$ cat src/rtl/mul_ctrl_if.sv
// Host/datapath-facing signals of the repeated-addition multiplier controller.
// The controller takes the slave view; the host plus counter/accumulator side takes the master view.
interface mul_ctrl_if #(
    parameter int W = 16
);
    logic         start;
    logic [W-1:0] cnt_dout;
    logic         lda;
    logic         ldb;
    logic         decb;
    logic         clrp;
    logic         ldp;
    logic         busy;
    logic         done;
    logic [W-1:0] iter;

    modport master (
        output start, cnt_dout,
        input  lda, ldb, decb, clrp, ldp, busy, done, iter
    );

    modport slave (
        input  start, cnt_dout,
        output lda, ldb, decb, clrp, ldp, busy, done, iter
    );
endinterface

$ cat src/rtl/mul_ctrl.sv
// Controller FSM for the repeated-addition multiplier; strobes are Moore-decoded from state.
// With B = n, done rises 3+n edges after start is accepted (3 edges when n = 0).
module mul_ctrl #(
    parameter int W = 16
) (
    input  logic       clk,
    input  logic       rst_n,
    mul_ctrl_if.slave  bus
);
    typedef enum logic [2:0] {
        IDLE   = 3'd0,
        S_LDA  = 3'd1,
        S_LDB  = 3'd2,
        S_CHK  = 3'd3,
        S_ACC  = 3'd4,
        S_DONE = 3'd5
    } state_t;

    state_t       state;
    state_t       nxt;
    logic         done_q;
    logic [W-1:0] iter_q;
    logic         cnt_zero;
    logic         cnt_one;
    logic         lda_o;
    logic         ldb_o;
    logic         decb_o;
    logic         clrp_o;
    logic         ldp_o;
    logic         busy_o;

    assign cnt_zero = (bus.cnt_dout == '0);
    assign cnt_one  = (bus.cnt_dout == W'(1));

    always_ff @(posedge clk or negedge rst_n) begin
        if (!rst_n) begin
            state <= IDLE;
        end else begin
            state <= nxt;
        end
    end

    // In S_ACC the decrement issued this cycle takes the counter from 1 to 0,
    // so the exit test looks one step ahead; any other value keeps accumulating.
    always_comb begin
        nxt = state;
        case (state)
            IDLE:    nxt = bus.start ? S_LDA : IDLE;
            S_LDA:   nxt = S_LDB;
            S_LDB:   nxt = S_CHK;
            S_CHK:   nxt = cnt_zero ? S_DONE : S_ACC;
            S_ACC:   nxt = cnt_one ? S_DONE : S_ACC;
            S_DONE:  nxt = IDLE;
            default: nxt = IDLE;
        endcase
    end

    always_comb begin
        lda_o  = 1'b0;
        ldb_o  = 1'b0;
        decb_o = 1'b0;
        clrp_o = 1'b0;
        ldp_o  = 1'b0;
        busy_o = (state != IDLE);
        case (state)
            S_LDA: begin
                lda_o  = 1'b1;
                clrp_o = 1'b1;
            end
            S_LDB: ldb_o = 1'b1;
            S_ACC: begin
                ldp_o  = 1'b1;
                decb_o = 1'b1;
            end
            default: ;
        endcase
    end

    // done stays up in IDLE until the next accepted start; iter counts S_ACC cycles.
    always_ff @(posedge clk or negedge rst_n) begin
        if (!rst_n) begin
            done_q <= 1'b0;
            iter_q <= '0;
        end else begin
            if (state == IDLE && bus.start) begin
                done_q <= 1'b0;
            end else if (nxt == S_DONE && state != S_DONE) begin
                done_q <= 1'b1;
            end
            if (state == S_LDA) begin
                iter_q <= '0;
            end else if (state == S_ACC) begin
                iter_q <= iter_q + W'(1);
            end
        end
    end

    assign bus.lda  = lda_o;
    assign bus.ldb  = ldb_o;
    assign bus.decb = decb_o;
    assign bus.clrp = clrp_o;
    assign bus.ldp  = ldp_o;
    assign bus.busy = busy_o;
    assign bus.done = done_q;
    assign bus.iter = iter_q;
endmodule

$ cat src/flat_wrapper.sv
// flat-port wrapper written by rule: the top's interface ports become plain ports
module mul_ctrl_flat 
#(
    parameter int W = 16
)
  (clk, rst_n, bus_start, bus_cnt_dout, bus_lda, bus_ldb, bus_decb, bus_clrp, bus_ldp, bus_busy, bus_done, bus_iter);
  mul_ctrl_if #(.W(W)) bus_i ();
  input  logic clk;
  input  logic rst_n;
  input wire logic [$bits(bus_i.start)-1:0] bus_start;
  input wire logic [$bits(bus_i.cnt_dout)-1:0] bus_cnt_dout;
  output wire logic [$bits(bus_i.lda)-1:0] bus_lda;
  output wire logic [$bits(bus_i.ldb)-1:0] bus_ldb;
  output wire logic [$bits(bus_i.decb)-1:0] bus_decb;
  output wire logic [$bits(bus_i.clrp)-1:0] bus_clrp;
  output wire logic [$bits(bus_i.ldp)-1:0] bus_ldp;
  output wire logic [$bits(bus_i.busy)-1:0] bus_busy;
  output wire logic [$bits(bus_i.done)-1:0] bus_done;
  output wire logic [$bits(bus_i.iter)-1:0] bus_iter;
  assign bus_i.start = bus_start;
  assign bus_i.cnt_dout = bus_cnt_dout;
  assign bus_lda = bus_i.lda;
  assign bus_ldb = bus_i.ldb;
  assign bus_decb = bus_i.decb;
  assign bus_clrp = bus_i.clrp;
  assign bus_ldp = bus_i.ldp;
  assign bus_busy = bus_i.busy;
  assign bus_done = bus_i.done;
  assign bus_iter = bus_i.iter;
  mul_ctrl #(.W(W)) u_core (.clk(clk), .rst_n(rst_n), .bus(bus_i));
endmodule
$ cat config.mk
export PLATFORM = sky130hd
export DESIGN_NAME = mul_ctrl_flat
export DESIGN_NICKNAME = d
export VERILOG_FILES = /design/src/rtl/mul_ctrl_if.sv /design/src/rtl/mul_ctrl.sv /design/src/flat_wrapper.sv
export SDC_FILE = /design/constraint.sdc
export NUM_CORES = 1
export LEC_CHECK = 0
export CAP_MARGIN = 0
export CORE_MARGIN = 2
export CORE_UTILIZATION = 43
export CTS_CLUSTER_SIZE = 8
export DETAILED_ROUTE_END_ITERATION = 16
export GPL_TIMING_DRIVEN = 0
export HOLD_SLACK_MARGIN = 0.1
export PLACE_DENSITY_LB_ADDON = 0.2
export SLEW_MARGIN = 20
export SYNTH_ARGS = -nofsm -noshare
export SYNTH_HDL_FRONTEND = slang
export SYNTH_SLANG_ARGS = --single-unit
$ cat constraint.sdc
create_clock -name clk -period 2.3 [get_ports clk]
set_input_delay 0.46 -clock clk [delete_from_list [all_inputs] [get_ports clk]]
set_output_delay 0.46 -clock clk [all_outputs]
set_load 0.01 [all_outputs]
==> impl.org, run 1 <==
** Run status
- The run finished with clean final reports.

** Critical path
- Max FO, Critical Path :: 10
- For the worst setup path, the data required time is 1.84 ns.
- STA classifies the critical path endpoint as an output pin.
- CP Class :: flip-flop to output pin
- Element type at the critical path start :: flip-flop
- Worst Path Arrival :: 1.79 ns

** Global routing
- The number of global-route vias before repair is 1011.
- Entering global routing, the biggest net connects 21 pins.
- GRT Resource Usage Total :: 0.206
- First-pass GRT wire length :: 4.35 mm
- The number of antenna violations at the first check in global routing was 0.
- Total global routing overflow :: 0

** Yosys
- Syn Inst Count :: 116
- Of all flip-flops after synthesis, the portion carrying an async set or reset was 1.00.
- Counting flops and latches in the post-synthesis netlist gives 20.
- Register area share after synthesis :: 0.450
- Counting flops with a built-in enable in the synthesized netlist gives 0.
- The number of nets in the synthesized netlist is 136.
- Synth Cell Area :: 1110 µm²
- Mean instance size in the synthesized netlist :: 9.58 µm²
- For this run, the leading register cell type out of synthesis is sky130_fd_sc_hd__dfrtp_1.
- Number of distinct standard cells referenced by the synthesized netlist :: 33
- Syn. warnings :: 0

** Clock network
- The clock passes through at most 2 buffers.
- TritonCTS built the clock tree.
- In this run the number of H-tree levels came out at 1.
- After clock tree synthesis, the clock-pin slew on the worst setup and hold paths is 0.12 ns.
- Later-pin clock latency in the skew report :: 0.30 ns
- Library cell used as clock root buffer :: sky130_fd_sc_hd__clkbuf_4
- Buffers inserted to repair hold after CTS numbered 0.
- Clock tree synthesis found a total of 20 sinks.
- In this run, CTS created clock tree buffers numbering 3.

** Die
- From left edge to right edge, the die measures 54.8 µm.
- The initialized floorplan defines 18 standard-cell rows.
- Measured along the y axis, the die boundary spans 54.8 µm.
- For this configuration, the core starts out at a cell density of 0.453.
- DIE AREA :: 3010 µm²
- Core Area :: 2450 µm²
- During I/O placement, the number of pins put on the boundary was 42.

** Job
- The tool flagged a number of max-cap violations equal to 0.

** Place
- Placer congestion estimate :: 0.756
- The HPWL after detailed placement is 1.91 mm.
- Port buffering added 41 buffers.

** Timing
- Measured against its own limit, the worst slew margin works out to 0.392.
- Final cycle utilization of the critical path :: 0.977
- Total negative slack for setup checks :: 0 ns
- Hold is met by 0.512 ns.
- Across the routed clock network, the largest skew measured is 0.0101 ns.
- The worst path needs 2.25 ns of the cycle, external delays included.
- The final number of max-transition violations is 0.
- Setup violations remaining at the end of the flow were counted as 0.
- Based on the critical path, the design can be clocked at up to 445 MHz.
- At the pin with the least slew margin, the transition time is 0.910 ns.
- The count of endpoints failing hold in the final timing report was 0.

** Detailed routing
- DRC violation count after routing :: 0
- After detailed routing, the average wire length per cell comes to 13.5 µm.
- WL final :: 2.62 mm
- Dividing the detail-routed via count by the number of cells gives 5.31.
- In this run, the number of DRC markers left after iteration 0 of detailed routing was 14.
- Count of antenna-violating nets left after detailed routing :: 0
- Via Count :: 1031
- Number of optimization iterations in the first detailed-route pass :: 6

** Power
- Pwr per Cell Area :: 717 nW/µm²
- In this run the static leakage power is 0.000746 µW.
- Peak supply drop :: 618 µV

** Worst hold path
- The tightest min-delay check is of the flip-flop to flip-flop type.

** Finish
- Final Net Count :: 186
- From synthesis to final layout, the design area changed by 48.1%.
- Antenna fix cells :: 0
- Ratio of cells with drive above 1 in the final layout :: 0.171
## layout make-up
| type | count | area (µm²) |
|---|---|---|
| Buffer | 7 | 61.3 |
| Inverter | 4 | 15.0 |
| Multi-Input combinational cell | 85 | 566 |
| Sequential cell | 20 | 502 |
| Fill cell | 202 | 810 |
| Tap cell | 30 | 37.5 |
| Clock buffer | 3 | 22.5 |
| Timing Repair Buffer | 45 | 442 |
## report_power, final
part	total [µW]	switching (µW)	internal [µW]
registers	443	51.8	392
clock network	168	107	61.1
logic	568	262	306
## synth_stat cells (all sizes together), types with 3 or more instances
cell	instances	area share
buf	6	0.036
nand3	3	0.014
xor2	5	0.039
nor2	14	0.047
or3	6	0.039
and3	3	0.018
inv	4	0.014
nand2	5	0.017
a21oi	6	0.027
nor4	5	0.042
dfrtp	20	0.45
nor3	3	0.014
o21ai	11	0.050
xnor2	6	0.047
nand4	7	0.045
## worst max-delay path: stages (launching register included)
cell and delay, ns:
sky130_fd_sc_hd__dfrtp_2 0.46, sky130_fd_sc_hd__buf_2 0.18, sky130_fd_sc_hd__or3_1 0.34, sky130_fd_sc_hd__clkdlybuf4s50_1 0.50
## sequential cells by signal (all words and copies together), names as in the netlist
signal / count
u_core.bus.iter: 16
u_core.state: 3
u_core.bus.done: 1
## stage by stage
step	std cells	cell area (µm²)	power, µW	setup slack, ns	utilization
after CTS	193	1630	1170	0.00951	0.664
after global routing	194	1650	1260	-0.00660	0.670
after global placement	187	1560	918	-0.464	0.635
after detailed placement	187	1560	928	-0.504	0.635
after floorplan	116	1110	715	0.406	-
final	194	1650	1180	0.0525	0.670
## what timing repair did
action                     CTS  global route
gates resized for setup     10             5
setup buffers                3             1
setup endpoints to repair    5             4
## path summary, 6_finish.rpt
kind / start / cells after the start / end / slack [ns]
max: u_core.state[1]$_DFF_PN0_ / 3 / bus_busy / 0.05
min: u_core.bus.done$_DFFE_PN0P_ / 1 / u_core.bus.done$_DFFE_PN0P_ / 0.51
max reg2reg: u_core.bus.iter[0]$_DFFE_PN0P_ / 5 / u_core.bus.iter[12]$_DFFE_PN0P_ / 0.49
min reg2reg: u_core.bus.done$_DFFE_PN0P_ / 1 / u_core.bus.done$_DFFE_PN0P_ / 0.51
max in group asynchronous: rst_n / 1 / u_core.state[1]$_DFF_PN0_ / 1.04
min in group asynchronous: rst_n / 1 / u_core.state[0]$_DFF_PN0_ / 0.65
## logic make-up after synthesis
kind of cell	after synthesis	synth area share
AO/OA/AOI/OAI	21	0.107
XOR/XNOR	11	0.0867
adder cells (fa/ha/maj)	1	0.0113
buffers and inverters	11	0.0529
flip-flops	20	0.450
AND/OR/NAND/NOR	52	0.292
## per-layer routing
metal / up-vias / global-route usage / share of wire
met5: - / 0 / 0
met4: 0 / 0.0875 / 0.017
met3: 5 / 0.0492 / 0.062
met2: 32 / 0.357 / 0.47
met1: 476 / 0.238 / 0.45
li1: 518 / - / -
## cells in the final DEF (no fill, tap or decap), drive strengths merged, types with 2 or more instances in the layout
master	instances
dlymetal6s2s	2
clkbuf	3
inv	4
clkdlybuf4s50	37
dfrtp	20
a21oi	6
nor3	3
xnor2	6
nand2	5
nor2	14
buf	12
nand4	7
nand3	3
xor2	5
or3	6
and3	3
o21ai	11
nor4	5
Note: power is estimated with default switching activity, not from simulation.
==> inputs of run 2 (changes only) <==
--- a/config.mk
+++ b/config.mk
@@ -12,7 +12,7 @@
 export DETAILED_ROUTE_END_ITERATION = 16
 export GPL_TIMING_DRIVEN = 0
 export HOLD_SLACK_MARGIN = 0.1
-export PLACE_DENSITY_LB_ADDON = 0.2
+export PLACE_DENSITY = 0.78
 export SLEW_MARGIN = 20
 export SYNTH_ARGS = -nofsm -noshare
 export SYNTH_HDL_FRONTEND = slang
==> run 2 against run 1 <==
  * Power grew 14%
  * Sequential power about the same
  * Design area rose by 2.6%
  * Combinational power up 7.4%
  * Core utilization up 1.7 points
  * Critical path type unchanged
  * Critical endpoint is now bus_ldb
  * Largest power group unchanged
==> impl.org, run 2 (synthesis results as in run 1) <==
** Run status
- The flow ran to the end, and the final reports show no timing, DRC or antenna violations.

** Timing
- Tightest Pin Transition :: 0.934 ns (+0.0248 ns)
- Clock period minus final worst setup slack :: 2.18 ns (-0.0714 ns)
- The number of setup violations in the final report is 0 (unchanged).
- Max-slew violation count :: 0 (unchanged)
- The post-route worst hold slack was 0.542 ns (+0.0295 ns).
- Endpoints failing hold :: 0 (unchanged)
- Final cycle utilization of the critical path :: 0.946 (-0.0310)
- Normalized max-slew margin :: 0.375 (-0.0166)
- The final setup skew was 0.0117 ns (+0.00160 ns).
- The sum of negative setup slack was 0 ns (unchanged).
- Max Clk Rate :: 460 MHz (+3.3%)
- Setup repair after global routing left no endpoint under its margin.

** Global routing
- Via count of the first global-routing pass :: 1013 (+0.20%)
- The pin count of the biggest net entering global routing was 21 (unchanged).
- Number of antenna violations at the first check in global routing :: 0 (unchanged)
- The global-route wire length before repair came to 4.43 mm (+1.7%).
- The total overflow reported by the global router is 0 (unchanged).
- The global-route total usage across every layer came to 0.210 (+0.00435).

** Clock network
- Max clock buf depth :: 2 (unchanged)
- The number of clock sinks was 20 (unchanged).
- Hold buffers post-CTS :: 0 (unchanged)
- Clock tree from TritonCTS :: done
- The clock buffer count from CTS was 3 (unchanged).
- Library cell used as clock root buffer :: sky130_fd_sc_hd__clkbuf_4
- The later-pin clock latency in the skew report was 0.31 ns (about the same).
- Number of H-tree levels :: 1 (unchanged)
- The clock transition at the registers of the reported paths was 0.12 ns (about the same).

** Critical path
- Grouping stages by cell kind, the critical path spends the most delay in buffers and inverters.
- Cell with the largest stage delay on the worst path :: sky130_fd_sc_hd__clkdlybuf4s50_1
- Worst Path Arrival :: 1.72 ns (-0.07 ns)
- Combined buffer and inverter count along the critical path :: 2 (unchanged)
- STA classifies the critical path endpoint as an output pin.
- The delay of the slowest cell on the worst path came to 0.54 ns (+0.04 ns).
- By startpoint and endpoint, the worst setup path is classified as flip-flop to output pin.
- The peak fanout along the critical path is 10 (unchanged).
- The worst setup path is launched from a flip-flop.
- Worst-path cell chain :: buf_6, nor2_2, and2_1, clkdlybuf4s50_1
- Data required, critical path :: 1.84 ns (about the same)

** Power
- The part of the power in the clock network was 0.217 (+0.075).
- The sequential fraction of design power is 0.329 (-0.047).
- Pwr per Cell Area :: 796 nW/µm² (+11%)
- Share of total power consumed by net switching :: 0.339 (-0.0177)
- Combinational share of power :: 0.454 (-0.028)
- Post-route total power :: 1340 µW (+14%)
- Pleak :: 0.000761 µW (+2.1%)
- Internal power component :: 888 µW (+17%)
- Peak supply drop :: 861 µV (+39%)
- The reported net switching power was 455 µW (+8.2%).

** Place
- The global placer's final weighted congestion came to 0.687 (-9.1%).
- The number of cells after detailed placement came to 187 (unchanged).
- PortBufs :: 41 (unchanged)
- The detailed placement HPWL was 2.05 mm (+7.4%).

** Detailed routing
- Routed wire length on met2 :: 1.50 mm (+21%)
- The wire length per cell came to 14.6 µm (+8.4%).
- DR iter-0 viols :: 6 (-8)
- The post-detailed-routing wire length was 2.88 mm (+10%).
- The number of detailed-route iterations in the first pass is 4 (-2).
- The antenna violation net count after detailed routing was 0 (unchanged).
- The via count was 1061 (+2.9%).
- The count of unresolved DRC violations after routing is 0 (unchanged).
- The met1 wire length came to 1.17 mm (about the same).
- The ratio of routed vias to standard cells was 5.39 (+1.3%).
- Met3 wire len :: 174 µm (+8.1%)
- The detailed router used layers up to and including met4.

** Finish
- The number of flip-flops under the largest register name came to 16 (unchanged).
- The number of antenna cells inserted is 0 (unchanged).
- The non-filler instance count after layout was 197 (+1.5%).
- The library cells used most frequently in the layout, excluding fill and tap cells, are sky130_fd_sc_hd__clkdlybuf4s50_1 (36), sky130_fd_sc_hd__dfrtp_1 (20), sky130_fd_sc_hd__nor2_1 (13).
- The fraction of layout instances using a drive strength above 1 is 0.186 (+0.0149).
- Final Core Density :: 0.688 (+0.0173)
- The library cell used most frequently in the layout, excluding fill and tap cells, is sky130_fd_sc_hd__clkdlybuf4s50_1.
- P&R area growth vs syn :: 51.9%
- The final net count came to 188 (+1.1%).

** Die
- The die footprint came to 3010 µm² (unchanged).
- The starting density of the core was 0.453 (unchanged).
- The standard cell core area was 2450 µm² (unchanged).
- The die span in x came to 54.8 µm (unchanged).
- Number of placed I/O pins :: 42 (unchanged)
- Vertical die dimension :: 54.8 µm (unchanged)
- The count of standard-cell rows came to 18 (unchanged).

** Worst hold path
- The path class of the tightest hold or removal check is flip-flop to flip-flop.

** Job
- The number of violations of the max-capacitance limit came to 0 (unchanged).
[run 2: cell count changes in the layout (fill, tap and decap cells not counted)]
cell	previous run	this run
sky130_fd_sc_hd__clkbuf_2	0	1
sky130_fd_sc_hd__buf_2	1	0
sky130_fd_sc_hd__dfrtp_2	1	0
sky130_fd_sc_hd__dfrtp_1	19	20
sky130_fd_sc_hd__buf_4	8	10
sky130_fd_sc_hd__inv_2	0	1
sky130_fd_sc_hd__bufinv_16	0	1
sky130_fd_sc_hd__inv_1	4	3
sky130_fd_sc_hd__dlygate4sd2_1	1	2
sky130_fd_sc_hd__clkdlybuf4s50_1	37	36
[run 2: cell type report]
class / instances / area (µm²)
plain buffers: 7 / 61.3
clock buffers: 3 / 22.5
clock inverters: 1 / 30.0
fillers: 203 / 767
inverters: 4 / 15.0
multi-input cells: 85 / 566
flip-flops and latches: 20 / 500
well taps: 30 / 37.5
repair buffers: 47 / 455
[run 2: path summary, 6_finish.rpt]
path | startpoint | to | slack, ns | cells past startpoint
max reg2reg | u_core.bus.iter[0]$_DFFE_PN0P_ | u_core.bus.iter[12]$_DFFE_PN0P_ | 0.47 | 5
min | u_core.bus.done$_DFFE_PN0P_ | u_core.bus.done$_DFFE_PN0P_ | 0.54 | 1
min reg2reg | u_core.bus.done$_DFFE_PN0P_ | u_core.bus.done$_DFFE_PN0P_ | 0.54 | 1
min in group asynchronous | rst_n | u_core.bus.iter[14]$_DFFE_PN0P_ | 0.66 | 1
max | u_core.state[2]$_DFF_PN0_ | bus_ldb | 0.12 | 4
max in group asynchronous | rst_n | u_core.bus.iter[4]$_DFFE_PN0P_ | 1.07 | 1
[run 2: layer usage]
layer	vias to the layer above	global-route usage
met5	-	0
met4	0	0.0792
met3	5	0.0464
met2	40	0.393
met1	497	0.226
li1	519	-
[run 2: stage by stage]
stage,worst slack [ns],area [µm²]
3_5_place_dp,-0.456,1560
2_1_floorplan,0.406,1110
6_report,0.124,1690
5_1_grt,0.0534,1690
3_3_place_gp,-0.445,1560
4_1_cts,0.0134,1670
[run 2: what timing repair did]
action,CTS,global route
setup buffers,5,1
resized for setup,12,3
setup endpoints to repair,5,3
endpoints found under the hold margin,0,0
[run 2: power groups by stage]
stage,sequential [µW],combinational [µW],clock [µW]
finish,442,610,291
global route,446,651,315
CTS,440,595,296
detailed placement,444,497,0
global placement,443,479,0
floorplan,440,275,0
[run 2: worst reg2reg max path, cell delays in order, from the launching register on]
cell and delay [ns]:
sky130_fd_sc_hd__dfrtp_1 0.51, sky130_fd_sc_hd__ha_1 0.19, sky130_fd_sc_hd__and4bb_2 0.31, sky130_fd_sc_hd__nand4_1 0.21, sky130_fd_sc_hd__or3_1 0.40, sky130_fd_sc_hd__a21oi_1 0.15
==> inputs of run 3 (changes only) <==
--- a/config.mk
+++ b/config.mk
@@ -12,7 +12,7 @@
 export DETAILED_ROUTE_END_ITERATION = 16
 export GPL_TIMING_DRIVEN = 0
 export HOLD_SLACK_MARGIN = 0.1
-export PLACE_DENSITY = 0.78
+export PLACE_DENSITY = 0.85
 export SLEW_MARGIN = 20
 export SYNTH_ARGS = -nofsm -noshare
 export SYNTH_HDL_FRONTEND = slang
==> run 3 against run 2 <==
  * Final cell count decreased by 1.5%
  * Design area decreased by 2.1%
  * Maximum frequency increased by 1.8%
  * Power decreased by 10%
  * Largest cell class unchanged
  * Largest power group unchanged
==> impl.org, run 3 (synthesis results as in run 1) <==
** Run status
- The run finished with clean final reports.

** Critical path
- Grouping stages by cell kind, the critical path spends the most delay in buffers and inverters.
- Combined buffer and inverter count along the critical path :: 2 (unchanged)
- Max FO, Critical Path :: 10 (unchanged)
- Worst-path cell chain :: buf_6, nor2_2, and2_1, clkdlybuf4s50_1
- STA classifies the critical path startpoint as a flip-flop.
- CP Class :: flip-flop to output pin
- The largest individual stage delay along the critical path comes from the cell sky130_fd_sc_hd__clkdlybuf4s50_1.
- The arrival time at the worst endpoint came to 1.68 ns (-0.04 ns).
- STA classifies the critical path endpoint as an output pin.
- Critical Path Max Stage Delay :: 0.53 ns (about the same)
- The worst endpoint required time was 1.84 ns (about the same).
- The setup slack of the worst register-to-register path came to 0.54 ns (+0.07 ns).

** Clock network
- The clock buffer count from CTS came to 3 (unchanged).
- The number of H-tree levels is 1 (unchanged).
- Later-pin clock latency in the skew report :: 0.31 ns (about the same)
- Library cell used as clock root buffer :: sky130_fd_sc_hd__clkbuf_4
- The clock transition at the registers of the reported paths is 0.12 ns (about the same).
- Max clock buf depth :: 2 (unchanged)
- Clock tree from TritonCTS :: done
- The number of clock sinks came to 20 (unchanged).
- The count of hold-fix buffers inserted at cts was 0 (unchanged).

** Power
- Sequential share of power :: 0.368 (+0.039)
- The reported net switching power came to 419 µW (-7.9%).
- Peak supply drop :: 512 µV (-41%)
- Pleak :: 0.000741 µW (-2.7%)
- Combinational share of power :: 0.459 (+0.005)
- The part of the power in the clock network is 0.173 (-0.044).
- Pwr per Cell Area :: 728 nW/µm² (-8.5%)
- Internal power component :: 784 µW (-12%)
- The net switching share of the total power came to 0.349 (+0.00965).

** Detailed routing
- The ratio of routed vias to standard cells was 5.43 (+0.78%).
- The wire length per cell was 13.7 µm (-6.1%).
- The post-detailed-routing wire length came to 2.67 mm (-7.5%).
- DR iter-0 viols :: 8 (+2)
- Via Count :: 1053 (-0.75%)
- The number of detailed-route iterations in the first pass was 4 (unchanged).
- DRC violation count after routing :: 0 (unchanged)
- Count of antenna-violating nets left after detailed routing :: 0 (unchanged)

** Global routing
- Via count of the first global-routing pass :: 1061 (+4.7%)
- First-pass GRT wire length :: 4.51 mm (+1.9%)
- The number of antenna violations at the first check in global routing came to 0 (unchanged).
- Largest net degree at the start of global routing :: 21 (unchanged)
- GRT Resource Usage Total :: 0.214 (+0.00422)
- The total overflow reported by the global router is 0 (unchanged).

** Die
- The die footprint came to 3010 µm² (unchanged).
- Number of cell rows :: 18 (unchanged)
- Number of placed I/O pins :: 42 (unchanged)
- Die X-Extent :: 54.8 µm (unchanged)
- The standard cell core area was 2450 µm² (unchanged).
- Vertical die dimension :: 54.8 µm (unchanged)
- Starting utilization of the core area :: 0.453 (unchanged)

** Timing
- The maximum achievable frequency came to 468 MHz (+1.8%).
- The sum of negative setup slack came to 0 ns (unchanged).
- Clock period minus final worst setup slack :: 2.14 ns (-0.0384 ns)
- Unrepaired setup endpoints after global routing :: no
- The final number of max-transition violations was 0 (unchanged).
- The period utilization is 0.929 (-0.0167).
- Worst-case clock skew :: 0.00852 ns (-0.00319 ns)
- The count of endpoints failing hold in the final timing report is 0 (unchanged).
- The post-route worst setup slack came to 0.162 ns (+0.0384 ns).
- The relative slew slack came to 0.413 (+0.0378).
- Setup Viol. Count Final :: 0 (unchanged)
- Tightest Pin Transition :: 0.878 ns (-0.0565 ns)

** Job
- Max-cap violations :: 0 (unchanged)

** Finish
- Leaving out fill and tap cells, the most frequent cell in the layout is sky130_fd_sc_hd__clkdlybuf4s50_1.
- The fraction of the core area covered by cells at the end of the flow is 0.673 (-0.0143).
- The cell area after layout was 1650 µm² (-2.1%).
- P&R area growth vs syn :: 48.8%
- Fill count :: 213 (+4.9%)
- The fraction of layout instances using a drive strength above 1 came to 0.171 (-0.0149).
- Most used cells in the layout excluding fill and tap cells :: sky130_fd_sc_hd__clkdlybuf4s50_1 (36), sky130_fd_sc_hd__dfrtp_1 (19), sky130_fd_sc_hd__nor2_1 (13)
- The final net count came to 185 (-1.6%).
- The number of antenna cells inserted came to 0 (unchanged).
- The number of flip-flops under the largest register name was 16 (unchanged).

** Worst hold path
- Worst min-delay path class :: flip-flop to flip-flop

** Place
- The instance area after placement was 1560 µm² (unchanged).
- The worst slack at placement was -0.412 ns (+0.0435 ns).
- PortBufs :: 41 (unchanged)
- The global placer's final weighted congestion was 0.744 (+8.3%).
- HPWL after detailed placement :: 1.99 mm (-3.3%)
[run 3: per-layer routing]
layer | wire length [µm] | up-vias | GRT usage
met5 | 0 | - | 0
met4 | 44 | 0 | 0.0875
li1 | - | 514 | -
met1 | 1010 | 498 | 0.221
met2 | 1450 | 36 | 0.405
met3 | 157 | 5 | 0.0519
[run 3: worst paths after layout]
check,from,to,cells after the start
setup / recovery,u_core.state[0]$_DFF_PN0_,bus_ldb,4
hold / removal,u_core.bus.done$_DFFE_PN0P_,u_core.bus.done$_DFFE_PN0P_,1
setup reg to reg,u_core.bus.iter[0]$_DFFE_PN0P_,u_core.bus.iter[12]$_DFFE_PN0P_,5
hold reg to reg,u_core.bus.done$_DFFE_PN0P_,u_core.bus.done$_DFFE_PN0P_,1
max in group asynchronous,rst_n,u_core.state[1]$_DFF_PN0_,1
min in group asynchronous,rst_n,u_core.bus.iter[15]$_DFFE_PN0P_,1
[run 3: final cells by class]
| class | count | area (µm²) | share of cell area |
|---|---|---|---|
| clock buffer | 4 | 36.3 | 0.0220 |
| buffer | 7 | 63.8 | 0.0386 |
| inverter | 4 | 15.0 | 0.00908 |
| multi-input combinational | 85 | 566 | 0.342 |
| timing repair buffer | 44 | 433 | 0.262 |
| sequential | 20 | 502 | 0.304 |
| tap | 30 | 37.5 | 0.0227 |
[run 3: through the flow]
step	total power (µW)	hold slack, ns	instances
finish	1200	0.522	194
global route	1290	0.551	194
CTS	1210	0.534	194
detailed placement	931	0.503	187
global placement	917	0.480	187
floorplan	715	0.164	116
[run 3: power groups by stage]
stage	sequential, µW	clock (µW)	combinational, µW
floorplan	440	0	275
detailed placement	444	0	486
CTS	441	210	559
global placement	441	0	476
global route	450	224	614
finish	443	208	552
[run 3: what timing repair did]
action,in CTS,in global routing
endpoints found under the setup margin,5,3
setup buffers,3,0
gates resized for setup,12,4
